## config.mk

```make
export PLATFORM = sky130hd
export DESIGN_NAME = debug_step_ctrl_flat
export DESIGN_NICKNAME = d
export VERILOG_FILES = /design/src/rtl/debug_pkg.sv /design/src/rtl/debug_step_ctrl_if.sv /design/src/rtl/debug_step_ctrl_step_counter.sv /design/src/rtl/debug_step_ctrl.sv /design/src/flat_wrapper.sv
export SDC_FILE = /design/constraint.sdc
export NUM_CORES = 1
export LEC_CHECK = 0
export ABC_CLOCK_PERIOD_IN_PS = 2740
export CAP_MARGIN = 20
export CORE_UTILIZATION = 49
export CTS_CLUSTER_DIAMETER = 100
export DETAILED_ROUTE_END_ITERATION = 7
export HOLD_SLACK_MARGIN = 0.08
export MAX_ROUTING_LAYER = met4
export PLACE_DENSITY = 0.8
export SETUP_SLACK_MARGIN = 0.05
export SKIP_CTS_REPAIR_TIMING = 1
export SLEW_MARGIN = 20
export SYNTH_ARGS = -nofsm -noshare
export SYNTH_HDL_FRONTEND = slang
export SYNTH_SLANG_ARGS = --single-unit
```

## constraint.sdc

```tcl
create_clock -name clk -period 2.74 [get_ports clk]
set_input_delay 0.274 -clock clk [delete_from_list [all_inputs] [get_ports clk]]
set_output_delay 0.274 -clock clk [all_outputs]
set_load 0.1 [all_outputs]
```

## src/rtl/debug_pkg.sv

```systemverilog
// debug_pkg: shared debug encodings for the step controller and the top debug FSM
package debug_pkg;
   typedef enum logic [2:0] {
      S_IDLE,
      S_WAIT_CMD,
      S_STEP,
      S_SEND,
      S_WAIT_SEND,
      S_DONE
   } step_state_e;
   localparam logic [7:0] CMD_STEP_DEF = 8'h04;
   localparam logic [7:0] CMD_EXIT_DEF = 8'h05;
   typedef enum logic [7:0] {
      TOP_CMD_LOAD = 8'h01,
      TOP_CMD_FAST = 8'h02,
      TOP_CMD_STEP = 8'h03
   } top_cmd_e;
endpackage

```

## src/rtl/debug_step_ctrl_if.sv

```systemverilog
// debug_step_ctrl_if: handshake bundle between the top debug FSM / UART and the step controller
interface debug_step_ctrl_if;
   logic        is_start;
   logic [7:0]  i_rx_data;
   logic        is_rx_done;
   logic        is_send_done;
   logic        is_stop_pipe;
   logic        os_step;
   logic        os_start_send;
   logic        os_done;
   logic [31:0] o_clk_count;
   logic        o_busy;
   modport master (
      output is_start, i_rx_data, is_rx_done, is_send_done, is_stop_pipe,
      input  os_step, os_start_send, os_done, o_clk_count, o_busy
   );
   modport slave (
      input  is_start, i_rx_data, is_rx_done, is_send_done, is_stop_pipe,
      output os_step, os_start_send, os_done, o_clk_count, o_busy
   );
endinterface

```

## src/rtl/debug_step_ctrl_step_counter.sv

```systemverilog
// step_counter: saturating 32-bit pipeline clock counter with synchronous clear
module step_counter #(
   parameter logic [31:0] CNT_INIT = 32'h0
) (
   input  logic        clk,
   input  logic        rst,
   input  logic        clr,
   input  logic        inc,
   output logic [31:0] count
);
   logic [31:0] count_d, count_q;
   // clear wins over increment; increment sticks at all-ones
   always_comb count_d = clr ? CNT_INIT : (inc && count_q != '1) ? count_q + 32'd1 : count_q;
   // count register, cleared asynchronously by reset
   always_ff @(posedge clk or negedge rst)
      if (!rst) count_q <= '0;
      else      count_q <= count_d;
   assign count = count_q;
endmodule

```

## src/rtl/debug_step_ctrl.sv

```systemverilog
// debug_step_ctrl: UART-driven single-step pipeline controller with dump handshake
module debug_step_ctrl
   import debug_pkg::*;
#(
   parameter logic [7:0]  CMD_STEP = CMD_STEP_DEF,
   parameter logic [7:0]  CMD_EXIT = CMD_EXIT_DEF,
   parameter logic [31:0] CNT_INIT = 32'h0
) (
   input  logic               clk,
   input  logic               rst,
   debug_step_ctrl_if.slave   bus
);
   step_state_e state_d, state_q;
   logic        stopped_d, stopped_q;
   logic        busy, start_ok;
   assign busy     = state_q != S_IDLE;
   assign start_ok = state_q == S_IDLE && bus.is_start;
   // next state; strobes arriving in the wrong state simply fall through to hold
   always_comb begin
      state_d = state_q;
      unique case (state_q)
         S_IDLE:      state_d = bus.is_start ? S_WAIT_CMD : S_IDLE;
         S_WAIT_CMD:  if (bus.is_rx_done)
                         state_d = bus.i_rx_data == CMD_STEP ? (stopped_q ? S_SEND : S_STEP) :
                                   bus.i_rx_data == CMD_EXIT ? S_DONE : S_WAIT_CMD;
         S_STEP:      state_d = S_SEND;
         S_SEND:      state_d = S_WAIT_SEND;
         S_WAIT_SEND: if (bus.is_send_done) state_d = stopped_q ? S_DONE : S_WAIT_CMD;
         S_DONE:      state_d = S_IDLE;
         default:     state_d = S_IDLE;
      endcase
   end
   // stopped flag: cleared on entry, latched whenever the pipe halts while active
   always_comb stopped_d = start_ok ? 1'b0 : (busy && bus.is_stop_pipe) ? 1'b1 : stopped_q;
   // state and stopped flag registers
   always_ff @(posedge clk or negedge rst)
      if (!rst) begin
         state_q   <= S_IDLE;
         stopped_q <= 1'b0;
      end else begin
         state_q   <= state_d;
         stopped_q <= stopped_d;
      end
   step_counter #(.CNT_INIT(CNT_INIT)) u_cnt (
      .clk   (clk),
      .rst   (rst),
      .clr   (start_ok),
      .inc   (state_q == S_STEP),
      .count (bus.o_clk_count)
   );
   assign bus.os_step       = state_q == S_STEP;
   assign bus.os_start_send = state_q == S_SEND;
   assign bus.os_done       = state_q == S_DONE;
   assign bus.o_busy        = busy;
endmodule

```

## src/flat_wrapper.sv

```systemverilog
// flat-port wrapper written by rule: the top's interface ports become plain ports
module debug_step_ctrl_flat import debug_pkg::*;
#(
   parameter logic [7:0]  CMD_STEP = CMD_STEP_DEF,
   parameter logic [7:0]  CMD_EXIT = CMD_EXIT_DEF,
   parameter logic [31:0] CNT_INIT = 32'h0
)
  (clk, rst, bus_is_start, bus_i_rx_data, bus_is_rx_done, bus_is_send_done, bus_is_stop_pipe, bus_os_step, bus_os_start_send, bus_os_done, bus_o_clk_count, bus_o_busy);
  debug_step_ctrl_if bus_i ();
  input  logic clk;
  input  logic rst;
  input wire logic [$bits(bus_i.is_start)-1:0] bus_is_start;
  input wire logic [$bits(bus_i.i_rx_data)-1:0] bus_i_rx_data;
  input wire logic [$bits(bus_i.is_rx_done)-1:0] bus_is_rx_done;
  input wire logic [$bits(bus_i.is_send_done)-1:0] bus_is_send_done;
  input wire logic [$bits(bus_i.is_stop_pipe)-1:0] bus_is_stop_pipe;
  output wire logic [$bits(bus_i.os_step)-1:0] bus_os_step;
  output wire logic [$bits(bus_i.os_start_send)-1:0] bus_os_start_send;
  output wire logic [$bits(bus_i.os_done)-1:0] bus_os_done;
  output wire logic [$bits(bus_i.o_clk_count)-1:0] bus_o_clk_count;
  output wire logic [$bits(bus_i.o_busy)-1:0] bus_o_busy;
  assign bus_i.is_start = bus_is_start;
  assign bus_i.i_rx_data = bus_i_rx_data;
  assign bus_i.is_rx_done = bus_is_rx_done;
  assign bus_i.is_send_done = bus_is_send_done;
  assign bus_i.is_stop_pipe = bus_is_stop_pipe;
  assign bus_os_step = bus_i.os_step;
  assign bus_os_start_send = bus_i.os_start_send;
  assign bus_os_done = bus_i.os_done;
  assign bus_o_clk_count = bus_i.o_clk_count;
  assign bus_o_busy = bus_i.o_busy;
  debug_step_ctrl #(.CMD_STEP(CMD_STEP), .CMD_EXIT(CMD_EXIT), .CNT_INIT(CNT_INIT)) u_core (.clk(clk), .rst(rst), .bus(bus_i));
endmodule
```

After elaboration in Yosys (flattened, before gate mapping):

Cells that the tools add are included.

* $add $sub $neg: 1
* equal/unequal tests: 10
* mux-type cells: 12
* reduce and logical (&&, ||, !) cells: 8

Operators by type and width (count)
* two-way mux 32 bit: 2
* adder 32 x 1 -> 32 bit, second input constant: 1
* inequality test 32 bit, second input constant: 1
* equality test 8 x 3 -> 1 bit, second input constant: 2
* two-way mux 3 bit: 5
* one-hot mux 3 bit (5 select lines): 1
* equality test 3 x 2 -> 1 bit, second input constant: 2
* equality test 3 bit, second input constant: 2
* two-way mux 1 bit: 4
* inequality test 2 bit, second input constant: 2
* nonzero test 2 bit: 2
* equality test 3 x 1 -> 1 bit, second input constant: 1
* logical AND 1 bit: 3
* logical NOT 3 bit: 1
* nonzero test 3 bit: 1
* AND reduction 2 bit: 1

* flip-flop bits (word level): 36
* input port bits: 14
* logic and storage cells: 34

Logic depth before layout (Yosys ltp):

Gate-level depths: netlist (run 1).

* depth after elaboration: 5
* gate-level depth with buffers: 7

Hierarchy:

From an unflattened synthesis (run 1), not the netlist that was laid out.

* cells, all modules: 233
* area, all modules: 2174.6 µm²

Modules (own cells, without submodules)
* step_counter: instances 1, cells an instance 198, area an instance 1854.3 µm²
* debug_step_ctrl: instances 1, cells an instance 35, area an instance 320.3 µm²

Worst setup path before layout (run 1):

Ideal clock, no wire load.

* path type: reg2reg
* start: register u_core.u_cnt.count_q[0] (netlist: u_core.u_cnt.count[0])
* end: register u_core.u_cnt.count_q[6] (netlist: u_core.u_cnt.count[6])
* library setup time: 0.113 ns
* arrival: 2.682 ns
* data required time: 2.627 ns
* path slack: -0.055 ns
* cell stages (with the launch flop): 8
* clock period less this slack: 2.795 ns
* cells stage by stage: dfrtp_1 ha_1 nand4_1 or4_1 o21ai_1 buf_4 o311ai_0 o41ai_1

* cells in the longest elaborated chain, start to end: 3

RTL lines
* from (decl): line debug_step_ctrl_step_counter.sv:11 `logic [31:0] count_d, count_q;`
* from (signal assigned): line debug_step_ctrl_step_counter.sv:17 `else count_q <= count_d;`
* adder 32 x 1 -> 32 bit or inequality test 32 bit (tied branches): line debug_step_ctrl_step_counter.sv:13 `always_comb count_d = clr ? CNT_INIT : (inc && count_q != '1) ? count_q + 32'd1 : count_q;`
* two-way mux 32 bit or logical AND 1 bit (tied branches): line debug_step_ctrl_step_counter.sv:13
* two-way mux 32 bit or nonzero test 2 bit (tied branches)

Parallel ways exist; a longest one is shown, timed or not. The select of a mux whose other input is x is not followed.
A chain may end at the register's enable or synchronous reset.

Worst setup path after layout (run 1):

* start: register u_core.u_cnt.count_q[8] (netlist: u_core.u_cnt.count[8])
* end: register u_core.u_cnt.count_q[17] (netlist: u_core.u_cnt.count[17])

The elaborated chain is that of the path after synthesis.

==> results.cfg, run 1 <==
[clocking]
cts-root-buf = clkbuf_8
numCtsBuffers = 5
clkLatencyLatePin_ns = 0.29
cts_tree = yes
cts_sinks = 36
htreeDepth = 2
cts.path.max_buffers = 2
clk_pin_slew_ns = 0.08

[detailed_routing]
vias = 1884
wl_per_cell_um = 14.45
drc = 0
ant_nets = 0
wl_met2_um = 2239
drt_pass1_iterations = 4
wl_met3_um = 190
top_layer_used = met4
dr.first_iter.drc_count = 93
wl_um = 4624
met1_length_um = 2146
vias_per_cell = 5.888

[sta]
timing.final.crit_share_pct = 83.12
clock-skew-final_ns = 0.009533
final_hold_viol_count = 0
maxSlewViolCount = 0
period_needed_ns = 2.278
max_clock_freq_ghz = 0.4391
tns_ns = 0
setup_viol = 0
worstMarginPinSlew_ns = 0.6781
rsz0062_at_grt = false
maxSlewHeadroom_pct = 54.42

[worst_hold_path]
holdCritPathClass = input port to asynchronous set/reset pin

[finish]
drive_above_1_share_pct = 23.16
final_cell_mix = buf_4, dfrtp_1, nor2_1, nand2_1, a21oi_1
multiInputGateArea_um2 = 1036
final_area_um2 = 2565
layout_commonest_cell = buf_4
nets = 286
nFillCells = 324
diodes = 0
seq_area_um2 = 908.4
area_growth_pct = 27.57

[place]
place.gp.congestion = 0.8317
postPlaceCellArea_um2 = 2472
portBuffers = 49
hpwl_um = 3417

[setup_path]
startpoint_type = flop
cp_slowest_cell = or4_1
required_ns = 2.95
cp_data_arrival_time_ns = 2.49
startpoint = u_core.u_cnt.count[8]
rr_startpoint = u_core.u_cnt.count[8]
critical-path-top-delay-family = simple AND/OR/NAND/NOR gates
end_kind = flop
cp_cell_sequence = nand4_1 -> or4_1 -> o21ai_2 -> o21ai_0 -> a21oi_1
crit_type = flop to flop
cp_max_fo = 14
path_buf_inv = 0
max_stage_delay_ns = 0.74

[yosys]
syn_inst = 218
syn_nets = 233
synth_seq_area_share_pct = 44.80
synthesis.area_um2 = 2011
synth_edf_count = 0
yosysWarnings = 0
ys_seq_elements = 36
avgSynthCellArea_um2 = 9.223
synthFlopType = dfrtp_1
netlist-cell-type-count = 45
async_reset_ff_share_pct = 100.0

[floorplanning]
fp.dieW_um = 66.06
io_pins = 50
rows = 22
die_y_um = 66.06
coreArea_um2 = 3799
die-area_um2 = 4363
start_util_pct = 52.93

[global_route]
grt_max_degree = 37
grt_pass1_vias = 1667
grt_pass1_wl_um = 7686
antenna_found_initial = 0
grt.total_usage_pct = 23.85
grt-ovfl-total = 0

[pwr]
powerDensity_nw_per_um2 = 839.3
power_leakage_nw = 1.083
peakVddDrop_v = 0.0005724

[flow_run]
drv_cap = 0

[status]
outcome = finished clean
==> flip-flops by register name, indices dropped and copies added, names as in the netlist <==
name                count
u_core.stopped_q        1
u_core.state_q          3
u_core.u_cnt.count     32
==> final timing paths <==
path | cells past startpoint | to | slack (ns)
setup / recovery | 5 | u_core.u_cnt.count[17] | 0.46
hold / removal | 2 | u_core.u_cnt.count[30] | 0.40
setup reg to reg | 5 | u_core.u_cnt.count[17] | 0.46
hold reg to reg | 1 | u_core.u_cnt.count[10] | 0.52
max in group asynchronous | 2 | u_core.u_cnt.count[11] | 1.99
min in group clk | 1 | u_core.u_cnt.count[10] | 0.52
==> synth_stat cells (3+ instances only) <==
| cell type | count | area (um^2) |
|---|---|---|
| inv_1 | 8 | 30.03 |
| dfrtp_1 | 36 | 900.9 |
| nand3_1 | 10 | 50.05 |
| nor4_1 | 5 | 31.28 |
| o211ai_1 | 4 | 30.03 |
| o21ai_0 | 9 | 45.04 |
| nand4_1 | 13 | 81.33 |
| nand2_1 | 18 | 67.56 |
| nor2_1 | 20 | 75.07 |
| mux2i_1 | 3 | 30.03 |
| a21oi_1 | 17 | 85.08 |
| or3_1 | 9 | 56.30 |
| or4_1 | 8 | 60.06 |
| a211oi_1 | 3 | 22.52 |
| nor3_1 | 3 | 15.01 |
| o31ai_1 | 6 | 45.04 |
| xnor2_1 | 10 | 87.58 |
==> per-stage QoR <==
step	setup WS, ns	hold slack [ns]	std cells	total power [mW]	util, %
finish	0.4624	0.4037	320	2.153	67.52
global route	0.2620	0.4575	320	2.240	67.52
CTS	0.4474	0.4238	320	2.164	67.52
detailed placement	0.4689	0.5161	312	1.779	65.09
global placement	0.5251	0.5117	312	1.766	65.09
floorplan	0.09906	-0.02159	218	1.532	-
==> layout make-up <==
cell class                 instances  share of cell area, %
multi-input combinational        166                  40.39
tap                               48                  2.341
sequential                        36                  35.41
clock inverter                     2                 0.3902
inverter                           8                  1.171
clock buffer                       6                  3.220
timing repair buffer              54                  17.07
==> per-layer routing <==
metal,GRT usage [%],vias to the layer above
met5,-,-
met4,5.585,0
met3,4.655,5
met2,38.39,50
met1,31.19,904
li1,-,925
==> cells by family (layout without fill, tap and decap cells) <==
group | Yosys count | count (layout) | synth area share, %
AOI/OAI and AO/OA | 48 | 48 | 15.12
xor gates and xnor gates | 12 | 12 | 5.227
adders and majority gates | 1 | 1 | 0.6222
buffers and inverters | 16 | 70 | 3.671
DFF | 36 | 36 | 44.80
muxes | 3 | 3 | 1.494
and+or+nand+nor | 102 | 102 | 29.06
==> worst reg2reg max path, delay by kind of cell (launching register included) <==
family | cells | cell delay, ns
compound gates | 3 | 0.78
flops | 1 | 0.44
simple gates | 2 | 0.98
==> report_power, final <==
part	internal (mW)	switching [mW]	leakage (nW)	total, mW
logic	0.201	0.794	0.550	0.996
clock network	0.201	0.187	0.0510	0.388
registers	0.627	0.142	0.482	0.769
total	1.03	1.12	1.08	2.15
No activity file was read; power rests on OpenSTA's default activity.
==> inputs of run 2 (changes only) <==
--- a/config.mk
+++ b/config.mk
@@ -5,7 +5,7 @@
 export SDC_FILE = /design/constraint.sdc
 export NUM_CORES = 1
 export LEC_CHECK = 0
-export ABC_CLOCK_PERIOD_IN_PS = 2740
+export ABC_CLOCK_PERIOD_IN_PS = 2100
 export CAP_MARGIN = 20
 export CORE_UTILIZATION = 49
 export CTS_CLUSTER_DIAMETER = 100
==> constraint.sdc (replaced) <==
create_clock -name clk -period 2.1 [get_ports clk]
set_input_delay 0.21 -clock clk [delete_from_list [all_inputs] [get_ports clk]]
set_output_delay 0.21 -clock clk [all_outputs]
set_load 0.1 [all_outputs]
==> run 2 against run 1 <==
Global-route usage is 5.0 points higher; highest routed layer unchanged; cell area is 27% higher; register-to-register slack worse by 0.45 ns; cell count is 13% higher; critical path depth stayed put.
==> results.cfg, run 2 (same netlist as run 1, synthesis figures left out) <==
[finish]
final_cell_mix = buf_4, dfrtp_4, nor2_1, nand2_1
area_growth_pct = 61.92
final_area_um2 = 3256
seq_area_um2 = 1003
nFillCells = 199
drive_above_1_share_pct = 49.68
nets = 326
largest_reg_flops = 32
layout_commonest_cell = buf_4
multiInputGateArea_um2 = 1277
diodes = 0
final_core_util_pct = 85.70
stdcell_count = 360

[clocking]
numCtsBuffers = 5
clk_pin_slew_ns = 0.07
cts_sinks = 36
htreeDepth = 2
cts-root-buf = clkbuf_8
cts.path.max_buffers = 2
clkLatencyLatePin_ns = 0.29
cts_tree = yes

[sta]
maxSlewHeadroom_pct = 64.11
max_clock_freq_ghz = 0.4793
period_needed_ns = 2.086
setup_viol = 0
timing.final.crit_share_pct = 99.35
clock-skew-final_ns = 0.005929
maxSlewViolCount = 0
setup_ws_ns = 0.01366
rsz0062_at_grt = true
final_hold_viol_count = 0
worstMarginPinSlew_ns = 0.5384

[global_route]
grt.total_usage_pct = 28.89
grt_pass1_vias = 1970
antenna_found_initial = 0
grt_max_degree = 37
grt-ovfl-total = 0
grt_pass1_wl_um = 9321

[detailed_routing]
drt_pass1_iterations = 5
drc = 0
vias_per_cell = 6.194
ant_nets = 0
dr.first_iter.drc_count = 196
wl_per_cell_um = 18.17
vias = 2230
wl_um = 6540

[floorplanning]
die-area_um2 = 4363
start_util_pct = 52.93
rows = 22
die_y_um = 66.06
io_pins = 50
fp.dieW_um = 66.06
coreArea_um2 = 3799

[setup_path]
path_buf_inv = 0
cp_data_arrival_time_ns = 2.29
required_ns = 2.30
cp_slowest_cell = or4_1
startpoint_type = flop
end_kind = flop
max_stage_delay_ns = 0.55
cp_cell_sequence = or3b_4 -> nor4_4 -> o21ai_2 -> or4_1 -> a21oi_1
crit_type = flop to flop
cp_max_fo = 4
critical-path-top-delay-family = simple AND/OR/NAND/NOR gates

[place]
dp_cells = 342
portBuffers = 49
place.gp.congestion = 0.8178
postPlaceCellArea_um2 = 2930
pre_cts_ws_ns = 0.01263
hpwl_um = 4048

[pwr]
peakVddDrop_v = 0.0005321
powerDensity_nw_per_um2 = 927.5
power_leakage_nw = 1.276

[status]
outcome = finished clean

[worst_hold_path]
holdCritPathClass = input port to asynchronous set/reset pin

[flow_run]
drv_cap = 0
[run 2: per-layer routing]
metal	track usage [%]	wire length [um]	vias to the layer above
met3	4.138	409	13
met5	-	0	-
met1	36.55	2628	1114
met4	8.511	106	0
li1	-	-	1000
met2	48.09	3396	103
[run 2: final timing paths]
kind,startpoint,end,slack (ns),cells past startpoint
setup / recovery,u_core.state_q[2],u_core.u_cnt.count[21],0.01,5
hold / removal,rst,u_core.u_cnt.count[23],0.35,2
setup reg to reg,u_core.state_q[2],u_core.u_cnt.count[21],0.01,5
hold reg to reg,u_core.u_cnt.count[31],u_core.u_cnt.count[31],0.51,1
max in group asynchronous,rst,u_core.u_cnt.count[1],1.37,2
min in group clk,u_core.u_cnt.count[31],u_core.u_cnt.count[31],0.51,1
[run 2: power by group]
part | internal [mW] | switching [mW] | total, mW
registers | 0.877 | 0.145 | 1.02
clock network | 0.262 | 0.251 | 0.512
logic | 0.339 | 1.15 | 1.49
total | 1.48 | 1.54 | 3.02
[run 2: worst register-to-register path, delay by kind of cell, from the launching register on]
kind,cells,cell delay [ns]
flip-flops,1,0.39
AND/OR/NAND/NOR,3,1.28
AO/OA/AOI/OAI,2,0.33
[run 2: stage by stage]
stage / total power [mW] / hold WS, ns / TNS [ns]
after floorplan: 2.080 / -0.08559 / -0.7177
after CTS: 2.982 / 0.3640 / 0
after detailed placement: 2.480 / 0.5038 / 0
after global placement: 2.452 / 0.5077 / 0
final: 3.020 / 0.3506 / 0
after global routing: 3.127 / 0.3865 / -0.2162
[run 2: layout make-up]
class / count / share of cell area (%)
inverter: 8 / 1.038
tap: 48 / 1.845
timing repair buffer: 93 / 24.21
sequential: 36 / 30.82
multi-input combinational: 167 / 39.24
clock inverter: 2 / 0.3075
clock buffer: 6 / 2.537
